===== config.mk =====
export PLATFORM = sky130hd
export DESIGN_NAME = instr_exec_lite
export DESIGN_NICKNAME = d
export VERILOG_FILES = /design/src/rtl/instr_exec_lite.sv
export SDC_FILE = /design/constraint.sdc
export NUM_CORES = 1
export LEC_CHECK = 0
export ABC_AREA = 1
export ABC_CLOCK_PERIOD_IN_PS = 5200
export BUFFER_PORTS_ARGS = -buffer_cell sky130_fd_sc_hd__buf_2
export CORE_UTILIZATION = 40
export CTS_CLUSTER_DIAMETER = 150
export DETAILED_ROUTE_END_ITERATION = 7
export PLACE_DENSITY_LB_ADDON = 0.12
export SLEW_MARGIN = 15
export SYNTH_ARGS = -nofsm -noshare
export SYNTH_HDL_FRONTEND = slang
export SYNTH_SLANG_ARGS = --single-unit
export TNS_END_PERCENT = 1

===== constraint.sdc =====
create_clock -name clk -period 5.2 [get_ports clk]
set_clock_uncertainty 0.2 [all_clocks]
set_input_delay 0.78 -clock clk [delete_from_list [all_inputs] [get_ports clk]]
set_output_delay 0.78 -clock clk [all_outputs]
set_load 0.02 [all_outputs]

===== src/rtl/instr_exec_lite.sv =====
// -----------------------------------------------------------------------------
// instr_exec_lite
//   Execution-side responder for a PDP-8 style decode stage. Accepts one
//   memory-reference or op7 group-1 instruction at a time while idle, holds
//   stall high while it runs, talks to memory through one-cycle read/write
//   strobes, and maintains PC, AC and link.
//
// Parameters
//   MEM_LAT     exec_rd_data is valid MEM_LAT cycles after exec_rd_req (1..4)
//   OP7_CYCLES  stall cycles taken by an executed op7 microinstruction (>=1)
//
// Ports
//   clk, reset_n         clock; synchronous active-low reset
//   base_addr            start PC, loaded in the INIT cycle after reset
//   pdp_mem_opcode       packed pdp_mem_opcode_s (one-hot flags + address)
//   pdp_op7_opcode       packed pdp_op7_opcode_s (microinstruction flags)
//   stall                1 while busy; opcode inputs ignored
//   PC_value             program counter
//   exec_rd_req/addr     one-cycle read strobe and its address
//   exec_rd_data         read data
//   exec_wr_req/addr/data one-cycle write strobe, address and data
//   ac_out, link_out     accumulator and link
//   retire_cnt           saturating retired-instruction count (only when
//                        EXEC_RETIRE_CNT_EN is defined)
//
// Configuration macro: EXEC_RETIRE_CNT_EN
// -----------------------------------------------------------------------------
`ifndef ADDR_WIDTH
`define ADDR_WIDTH 12
`endif
`ifndef DATA_WIDTH
`define DATA_WIDTH 12
`endif

package instr_exec_lite_pkg;
  localparam int ADDR_W = `ADDR_WIDTH;
  localparam int DATA_W = `DATA_WIDTH;

  typedef struct packed {
    logic              and_op;
    logic              tad;
    logic              isz;
    logic              dca;
    logic              jms;
    logic              jmp;
    logic [ADDR_W-1:0] mem_inst_addr;
  } pdp_mem_opcode_s;

  typedef struct packed {
    logic nop;
    logic iac;
    logic ral;
    logic rtl;
    logic rar;
    logic rtr;
    logic cml;
    logic cma;
    logic cia;
    logic cll;
    logic cla1;
    logic cla_cll;
    logic cla2;
    logic hlt;
    logic osr;
    logic skp;
    logic snl;
    logic szl;
    logic sza;
    logic sna;
    logic sma;
    logic spa;
  } pdp_op7_opcode_s;

  localparam int MEM_OP_W = $bits(pdp_mem_opcode_s);
  localparam int OP7_W    = $bits(pdp_op7_opcode_s);

  // Group-1 flags this block executes; everything else in op7 is a NOP.
  localparam pdp_op7_opcode_s OP7_EXEC_MASK = '{
    iac: 1'b1, ral: 1'b1, rtl: 1'b1, rar: 1'b1, rtr: 1'b1, cml: 1'b1,
    cma: 1'b1, cia: 1'b1, cll: 1'b1, cla1: 1'b1, cla_cll: 1'b1,
    default: 1'b0};
endpackage

module instr_exec_lite
  import instr_exec_lite_pkg::*;
#(
  parameter int MEM_LAT    = 1,
  parameter int OP7_CYCLES = 2
) (
  input  logic                clk,
  input  logic                reset_n,
  input  logic [ADDR_W-1:0]   base_addr,
  input  logic [MEM_OP_W-1:0] pdp_mem_opcode,
  input  logic [OP7_W-1:0]    pdp_op7_opcode,
  output logic                stall,
  output logic [ADDR_W-1:0]   PC_value,
  output logic                exec_rd_req,
  output logic [ADDR_W-1:0]   exec_rd_addr,
  input  logic [DATA_W-1:0]   exec_rd_data,
  output logic                exec_wr_req,
  output logic [ADDR_W-1:0]   exec_wr_addr,
  output logic [DATA_W-1:0]   exec_wr_data,
  output logic [DATA_W-1:0]   ac_out,
  output logic                link_out
`ifdef EXEC_RETIRE_CNT_EN
  ,
  output logic [31:0]         retire_cnt
`endif
);

  typedef enum logic [2:0] {S_INIT, S_IDLE, S_RD, S_WAIT, S_EXEC, S_WR, S_DONE} state_e;
  typedef enum logic [2:0] {K_AND, K_TAD, K_ISZ, K_DCA, K_JMS, K_JMP, K_OP7, K_NOP} kind_e;

  // Only the executable op7 flags are kept once an instruction is accepted.
  typedef struct packed {
    logic cla_cll, cla, cll, cma, cml, iac, cia, ral, rar, rtl, rtr;
  } op7x_s;

  localparam int CNT_W = 16;
  localparam logic [CNT_W-1:0] WAIT_LOAD = CNT_W'(MEM_LAT - 2);
  localparam logic [CNT_W-1:0] OP7_LOAD  = CNT_W'(OP7_CYCLES - 2);

  state_e            state, state_nxt;
  logic [CNT_W-1:0]  cnt, cnt_nxt;
  kind_e             kind, dec_kind;
  logic              dec_valid;
  logic [ADDR_W-1:0] pc, pc_nxt, pc_inc, inst_addr;
  logic [DATA_W-1:0] ac, ac_nxt, mem_data, isz_val, wr_data_c;
  logic              link, link_nxt;
  logic [DATA_W:0]   tad_sum;
  op7x_s             op7_q;

  pdp_mem_opcode_s   mem_op;
  pdp_op7_opcode_s   op7_in;
  logic [5:0]        mem_flags;

  assign mem_op    = pdp_mem_opcode;
  assign op7_in    = pdp_op7_opcode;
  assign mem_flags = {mem_op.and_op, mem_op.tad, mem_op.isz, mem_op.dca, mem_op.jms, mem_op.jmp};

  // Decode of the IDLE sample. A nonzero mem flag field wins over op7.
  always_comb begin
    // NOTE: every variable written here gets a default first so no path
    // leaves it unassigned; otherwise synthesis infers a latch.
    dec_valid = 1'b0;
    dec_kind  = K_NOP;
    if (mem_flags != '0) begin
      dec_valid = 1'b1;
      if ($onehot(mem_flags)) begin
        if      (mem_op.and_op) dec_kind = K_AND;
        else if (mem_op.tad)    dec_kind = K_TAD;
        else if (mem_op.isz)    dec_kind = K_ISZ;
        else if (mem_op.dca)    dec_kind = K_DCA;
        else if (mem_op.jms)    dec_kind = K_JMS;
        else                    dec_kind = K_JMP;
      end
    end else if (op7_in != '0) begin
      dec_valid = 1'b1;
      if ($onehot(op7_in) && ((op7_in & OP7_EXEC_MASK) != '0)) dec_kind = K_OP7;
    end
  end

  // Next-state logic. cnt holds the remaining extra cycles in WAIT/EXEC.
  always_comb begin
    state_nxt = state;
    cnt_nxt   = cnt;
    case (state)
      S_INIT: state_nxt = S_IDLE;
      S_IDLE:
        if (dec_valid) begin
          case (dec_kind)
            K_AND, K_TAD, K_ISZ: state_nxt = S_RD;
            K_DCA, K_JMS:        state_nxt = S_WR;
            K_OP7:
              if (OP7_CYCLES > 1) begin
                state_nxt = S_EXEC;
                cnt_nxt   = OP7_LOAD;
              end else begin
                state_nxt = S_DONE;
              end
            default:             state_nxt = S_DONE;
          endcase
        end
      S_RD:
        if (MEM_LAT > 1) begin
          state_nxt = S_WAIT;
          cnt_nxt   = WAIT_LOAD;
        end else begin
          state_nxt = S_EXEC;
        end
      S_WAIT:
        if (cnt == '0) state_nxt = S_EXEC;
        else           cnt_nxt   = cnt - 1'b1;
      S_EXEC:
        if (kind == K_OP7) begin
          if (cnt == '0) state_nxt = S_DONE;
          else           cnt_nxt   = cnt - 1'b1;
        end else if (kind == K_ISZ) begin
          state_nxt = S_WR;
        end else begin
          state_nxt = S_DONE;
        end
      S_WR:    state_nxt = S_DONE;
      S_DONE:  state_nxt = S_IDLE;
      default: state_nxt = S_INIT;
    endcase
  end

  always_ff @(posedge clk) begin
    // NOTE: sequential state uses non-blocking assignments so every register
    // samples pre-edge values regardless of statement order.
    if (!reset_n) begin
      state <= S_INIT;
      cnt   <= '0;
    end else begin
      state <= state_nxt;
      cnt   <= cnt_nxt;
    end
  end

  // op7 group-1 on the 13-bit {link, AC}; exactly one flag is set.
  function automatic logic [DATA_W:0] op7_exec(input op7x_s f, input logic l,
                                                input logic [DATA_W-1:0] a);
    logic [DATA_W:0] v, s;
    v = {l, a};
    s = '0;
    if (f.cla_cll)  v = '0;
    else if (f.cla) v[DATA_W-1:0] = '0;
    else if (f.cll) v[DATA_W] = 1'b0;
    else if (f.cma) v[DATA_W-1:0] = ~a;
    else if (f.cml) v[DATA_W] = ~l;
    else if (f.iac || f.cia) begin
      // Carry out of the increment toggles link rather than replacing it.
      s = {1'b0, (f.cia ? ~a : a)} + 1'b1;
      v = {l ^ s[DATA_W], s[DATA_W-1:0]};
    end
    else if (f.ral) v = {v[DATA_W-1:0], v[DATA_W]};
    else if (f.rar) v = {v[0], v[DATA_W:1]};
    else if (f.rtl) v = {v[DATA_W-2:0], v[DATA_W:DATA_W-1]};
    else if (f.rtr) v = {v[1:0], v[DATA_W:2]};
    return v;
  endfunction

  // Commit values applied in DONE, plus the write data used in WR.
  always_comb begin
    pc_inc    = pc + 1'b1;
    isz_val   = mem_data + 1'b1;
    tad_sum   = {1'b0, ac} + {1'b0, mem_data};
    pc_nxt    = pc_inc;
    ac_nxt    = ac;
    link_nxt  = link;
    wr_data_c = '0;
    case (kind)
      K_AND: ac_nxt = ac & mem_data;
      K_TAD: begin
        ac_nxt   = tad_sum[DATA_W-1:0];
        link_nxt = link ^ tad_sum[DATA_W];
      end
      K_ISZ: begin
        wr_data_c = isz_val;
        if (isz_val == '0) pc_nxt = pc + ADDR_W'(2);
      end
      K_DCA: begin
        wr_data_c = ac;
        ac_nxt    = '0;
      end
      K_JMS: begin
        wr_data_c = DATA_W'(pc_inc);
        pc_nxt    = inst_addr + 1'b1;
      end
      K_JMP:   pc_nxt = inst_addr;
      K_OP7:   {link_nxt, ac_nxt} = op7_exec(op7_q, link, ac);
      default: ;
    endcase
  end

  always_ff @(posedge clk) begin
    // NOTE: reset aborts any in-flight instruction; since WR is only reached
    // through the state register, a pending write is simply never issued.
    if (!reset_n) begin
      pc        <= '0;
      ac        <= '0;
      link      <= 1'b0;
      kind      <= K_NOP;
      inst_addr <= '0;
      op7_q     <= '0;
      mem_data  <= '0;
`ifdef EXEC_RETIRE_CNT_EN
      retire_cnt <= '0;
`endif
    end else begin
      case (state)
        S_INIT: pc <= base_addr;
        S_IDLE:
          if (dec_valid) begin
            kind      <= dec_kind;
            inst_addr <= mem_op.mem_inst_addr;
            op7_q     <= '{cla_cll: op7_in.cla_cll, cla: op7_in.cla1, cll: op7_in.cll,
                           cma: op7_in.cma, cml: op7_in.cml, iac: op7_in.iac,
                           cia: op7_in.cia, ral: op7_in.ral, rar: op7_in.rar,
                           rtl: op7_in.rtl, rtr: op7_in.rtr};
          end
        S_EXEC: if (kind != K_OP7) mem_data <= exec_rd_data;
        S_DONE: begin
          pc   <= pc_nxt;
          ac   <= ac_nxt;
          link <= link_nxt;
`ifdef EXEC_RETIRE_CNT_EN
          if (retire_cnt != 32'hFFFF_FFFF) retire_cnt <= retire_cnt + 1'b1;
`endif
        end
        default: ;
      endcase
    end
  end

  assign stall        = (state != S_IDLE);
  assign PC_value     = pc;
  assign ac_out       = ac;
  assign link_out     = link;
  assign exec_rd_req  = (state == S_RD);
  assign exec_rd_addr = (state == S_RD) ? inst_addr : '0;
  assign exec_wr_req  = (state == S_WR);
  assign exec_wr_addr = (state == S_WR) ? inst_addr : '0;
  assign exec_wr_data = (state == S_WR) ? wr_data_c : '0;

endmodule


Word-level counts from Yosys, hierarchy flattened:

Index checks and enable logic that the tools add are counted.

* equal/unequal tests: 32
* reductions and logical operators: 23
* bitwise logic cells: 5
* muxes and demuxes: 47
* $add $sub $neg: 33

Operator list (number)
* $mux 12: 9
* $mux 13: 6
* $pmux 12 s3: 2
* $mux 16: 4
* $pmux 12 s4: 1
* $pmux 16 s3: 1
* $reduce_bool 22->1: 2
* $add 12x1->12 const B: 3
* $mux 3: 10
* $add 1x1->2: 14
* $eq 3x3->1 const B: 8
* $pmux 12 s2: 1
* $add 2x2->3: 6
* $eq 3x2->1 const B: 6
* $ne 9x8->1 const B: 2
* $pmux 3 s6: 1
* $logic_not 16->1: 1
* $sub 16x1->16 const B: 1
* $add 12x1->13 const B: 1
* $add 12x12->13: 1
* $add 12x2->12 const B: 1
* $and 12x12->12: 1
* $eq 3x1->1 const B: 4
* $logic_not 12->1: 1
* other kinds (32): 53

* input bits: 66
* output and inout bits: 64
* word-level logic and storage cells: 159
* bits in registers: 82

Logic depth before layout (Yosys ltp):

* word-level depth: 15
* mapped depth: 24
* depth with buffers taken out: 24

Worst setup path after synthesis:

OpenSTA, ideal clock, no wires.

* path kind: input-to-reg
* start point: input port pdp_op7_opcode[5]
* end point: register cnt[0]
* arrival: 5.061 ns
* library setup time: 0.126 ns
* required time: 4.874 ns
* slack: -0.186 ns
* buffers on the path: 0
* cell stages on the path: 21
* cell sequence: inv_1 > fa_1 > inv_1 > fa_1 > fa_1 > fa_1 > inv_1 > fa_1 > inv_1 > ha_1 > fa_1 > nor2_1 > o21ai_0 > nor2_1 > nand2_1 > nor2_1 > o21ai_0 > nand2_1 > nand2_4 > o21ai_0 > nor2_1

* cells in the longest elaborated chain, start to end: 13
* elaborated cells on any way between the ends: 17
* those cells by class: add/sub (5); eq/ne (4); mux (5); reduce/logical (3)

Ends and longest elaborated chain
* from (decl): RTL line 94 `input logic [OP7_W-1:0] pdp_op7_opcode,`
* $add 1x1->2 (not written as such): RTL line 159 `if ($onehot(op7_in) && ((op7_in & OP7_EXEC_MASK) != '0)) dec_kind = K_OP7;`
* $add 2x2->3 (not written as such): RTL line 159
* $add 3x3->4 (not written as such): RTL line 159
* $add 4x4->5 (not written as such): RTL line 159
* $add 5x4->5 (not written as such): RTL line 159
* $eq 5x1->1: RTL line 159
* $logic_and 1x1->1: RTL line 159
* $mux 1: RTL line 159
* $mux 1: RTL line 157 `end else if (op7_in != '0) begin`
* $mux 3: RTL line 147 `if (mem_flags != '0) begin`
* $eq 3x3->1: RTL line 171 `case (dec_kind)`
* $ne 2x1->1 (no source line)
* $reduce_and 4->1 (no source line) *
* to (signal assigned): RTL line 217 `cnt <= cnt_nxt;`
* to (decl): RTL line 124 `logic [CNT_W-1:0] cnt, cnt_nxt;`

Mark *: on every way between the ends. The rest lies on a longest branch, timed or not.
A chain may end at the register's enable or synchronous reset.

Worst setup path in the final report:

* start point: input port pdp_op7_opcode[5]
* end point: register cnt[9]

Same word-level chain as after synthesis.

==> results.toml <==
[outcome]
outcome = "complete, no violations"

[floorplan]
coreArea_um2 = 19000
die_width_um = 142
ios = 130
die-area_um2 = 20300
fp.dieH_um = 142
start_util = 0.414
placementRows = 50

[route]
dr.pass1.iters = 5
via_count = 8982
drtAntennaViolNets = 0
drcViolationCount = 0
routed_wl_mm = 26.7
drt-initial-drc-count = 783
route.detailed.vias_per_inst = 5.33
wire_per_inst_um = 15.9

[worst_hold_path]
hp-class = "reg -> reg"

[synthesis]
syn-num-nets = 1428
synth_compound_area_frac = 0.213
synth_xor_area_frac = 0.0433
synth.distinct_cells = 46
synth_seq_area_share = 0.208
synthSimpleGateAreaFrac = 0.324
synth_mux_area_frac = 0.00127
yosys_warnings = 0
avgSynthCellArea_um2 = 5.99
ys_ff_latch = 82
synth_top_family_by_area = "simple AND/OR/NAND/NOR gates"
mappedNetlistArea_um2 = 7880
synth_cells = 1316
synthAdderAreaFrac = 0.0911

[worst_setup_path]
crit_fanout = 7
crit_buf_inv = 6
slowest_stage = "fa_1"
worstPathCellList = "buf_2, inv_2, fa_1, inv_1, fa_1, fa_1, fa_1, inv_1, fa_1, inv_1, ha_2, fa_1, nor2_1, o21ai_1, nor2_1, nand2_1, nor2_2, o21ai_2, nand2_2, nand2_4, buf_12, nand2_1, a21oi_1"
crit_arrival_ns = 5.15
crit_path_max_incr_delay_ns = 0.53
crit_top_cell = "fa_1"
critical_path_required_ns = 5.19
crit_type = "in -> reg"
cp-end-kind = "flop"
cp_top_family = "adder cells"
cp-start-kind = "input pin"

[clocking]
clk_latency_ns = 0.36
clockBufferDepth = 2
htreeDepth = 3
path_clk_slew_ns = 0.07
cts_sinks = 82
cts_made_buffers = 9
cts_root_buf = "clkbuf_16"
postCtsHoldBufs = 0
cts_tree = "done"

[power]
power.total_uw = 4550
clock_power_share = 0.151
combPwrFrac = 0.599
ir_worst_vdd_mv = 0.295
seqPwrFrac = 0.250
power_leakage_uw = 0.00427
switchingPower_uw = 2400
switching_share = 0.528
intPower_uw = 2150
power_density_nw_per_um2 = 499

[placed_design]
port_buffers = 129
place.gp.congestion = 0.890
dp_hpwl_mm = 20.1

[finish]
layout_commonest_cell = "nand2_1"
antenna_cells = 0
fillers = 2089
fin_nets = 1534
final_layout_size_suffix_gt1_frac = 0.141
mostFrequentLayoutCells = "282 x nand2_1, 184 x inv_1, 150 x nor2_1"
utilization = 0.479
area_growth_pct = 15.6

[sta]
worstMarginPinSlew_ns = 1.18
finalCriticalPeriod_ns = 5.16
hold_viol = 0
slew_viol_final = 0
slew_headroom = 0.209
rsz0062_at_grt = "yes"
max_freq_mhz = 194
setup_violations = 0
min_period_over_period = 0.992

[flow_run]
cap_violations = 0

[global_route]
grt-ovfl-total = 0
track_usage = 0.269
first_global_vias = 8224
grt_max_degree = 52
antenna_found_initial = 0
grt_first_pass_wirelength_mm = 43.2
power by group through the flow:
stage	Combinational [µW]	Clock, µW	Sequential, µW
after global placement	2650	0	1140
after floorplan	1990	0	1070
final	2720	687	1140
after CTS	2690	692	1130
after global routing	3070	718	1170
after detailed placement	2670	0	1140
kinds of logic after synthesis:
| family | after synthesis |
|---|---|
| AOI/OAI and AO/OA | 306 |
| xor gates and xnor gates | 39 |
| adders and majority gates | 46 |
| buffers and inverters | 242 |
| DFF | 82 |
| muxes | 1 |
| and+or+nand+nor | 600 |
registers in the layout, indices dropped and copies added, names as in the netlist:
register	cells
PC_value	12
ac_out	12
cnt	16
inst_addr	12
kind	3
link_out	1
mem_data	12
op7_q	11
state	3
final cells by class:
cell class / instances / area, µm² / area share
clock buffer: 9 / 225 / 0.0247
tap: 260 / 325 / 0.0357
inverter: 192 / 721 / 0.0791
sequential: 82 / 1640 / 0.180
clock inverter: 6 / 75.1 / 0.00824
multi-input combinational: 993 / 5330 / 0.586
timing repair buffer: 144 / 787 / 0.0864
synth_stat cells (all sizes together):
cell type | n | area share
xnor2 | 10 | 0.011
a21o | 1 | 0.00095
xor2 | 29 | 0.032
inv | 191 | 0.091
o211ai | 14 | 0.013
o2111ai | 2 | 0.0022
a41oi | 1 | 0.0011
nand3 | 90 | 0.057
a21boi | 1 | 0.00095
fa | 19 | 0.048
o21ai | 120 | 0.077
nor4 | 4 | 0.0032
o21a | 1 | 0.00095
clkinv | 1 | 0.00048
clkbuf | 36 | 0.017
o221ai | 6 | 0.0067
o21bai | 3 | 0.0029
nor3b | 1 | 0.00095
mux2i | 1 | 0.0013
nand3b | 5 | 0.0048
o22ai | 11 | 0.0087
dfxtp | 82 | 0.21
nand4 | 22 | 0.017
and2 | 1 | 0.00079
or2 | 3 | 0.0024
buf | 14 | 0.011
nor3 | 17 | 0.011
a221oi | 6 | 0.0067
a21oi | 130 | 0.083
ha | 27 | 0.043
a31oi | 7 | 0.0056
a211oi | 3 | 0.0029
nor2 | 161 | 0.081
nand2 | 296 | 0.15
worst min-delay path, delay by kind of cell (launching register included):
family / cells / cell delay, ns
DFF: 1 / 0.32
buffers and inverters: 1 / 0.07
AOI/OAI and AO/OA: 1 / 0.06
worst paths after layout:
kind                                           start                endpoint  slack, ns  depth (start not counted)
worst min-delay path             cnt[1]$_SDFFE_PN0P_     cnt[1]$_SDFFE_PN0P_       0.30                          2
worst max register to register  kind[0]$_SDFFE_PN1P_  ac_out[1]$_SDFFE_PN0P_       1.93                          8
worst min register to register   cnt[1]$_SDFFE_PN0P_     cnt[1]$_SDFFE_PN0P_       0.30                          2
worst max-delay path               pdp_op7_opcode[5]     cnt[9]$_SDFFE_PN0P_       0.04                         23
routing by layer:
layer / part of all wire / global-route usage
met3: 0.065 / 0.0424
met1: 0.48 / 0.385
met4: 0.019 / 0.0809
met5: 0 / 0
met2: 0.44 / 0.413
per-stage QoR:
step           std cells  setup TNS (ns)  cell area (µm²)  worst slack, ns  hold WS (ns)
2_1_floorplan       1316          -0.365             7880          -0.0446         0.256
3_3_place_gp        1670           -6.04             8770           -0.349         0.276
3_5_place_dp        1670           -7.91             8770           -0.437         0.282
4_1_cts             1686         -0.0210             9080         -0.00937         0.295
5_1_grt             1686           -2.69             9110           -0.202         0.319
6_report            1686               0             9110           0.0427         0.298
repair_timing:
| item | in CTS | in global routing |
|---|---|---|
| pin swaps | 1 | 2 |
| resized for setup | 1 | 11 |
| cloned | 1 | 0 |
| endpoints found under the setup margin | 16 | 20 |
| buffers inserted | 0 | 0 |
No activity file was read; power rests on OpenSTA's default activity.
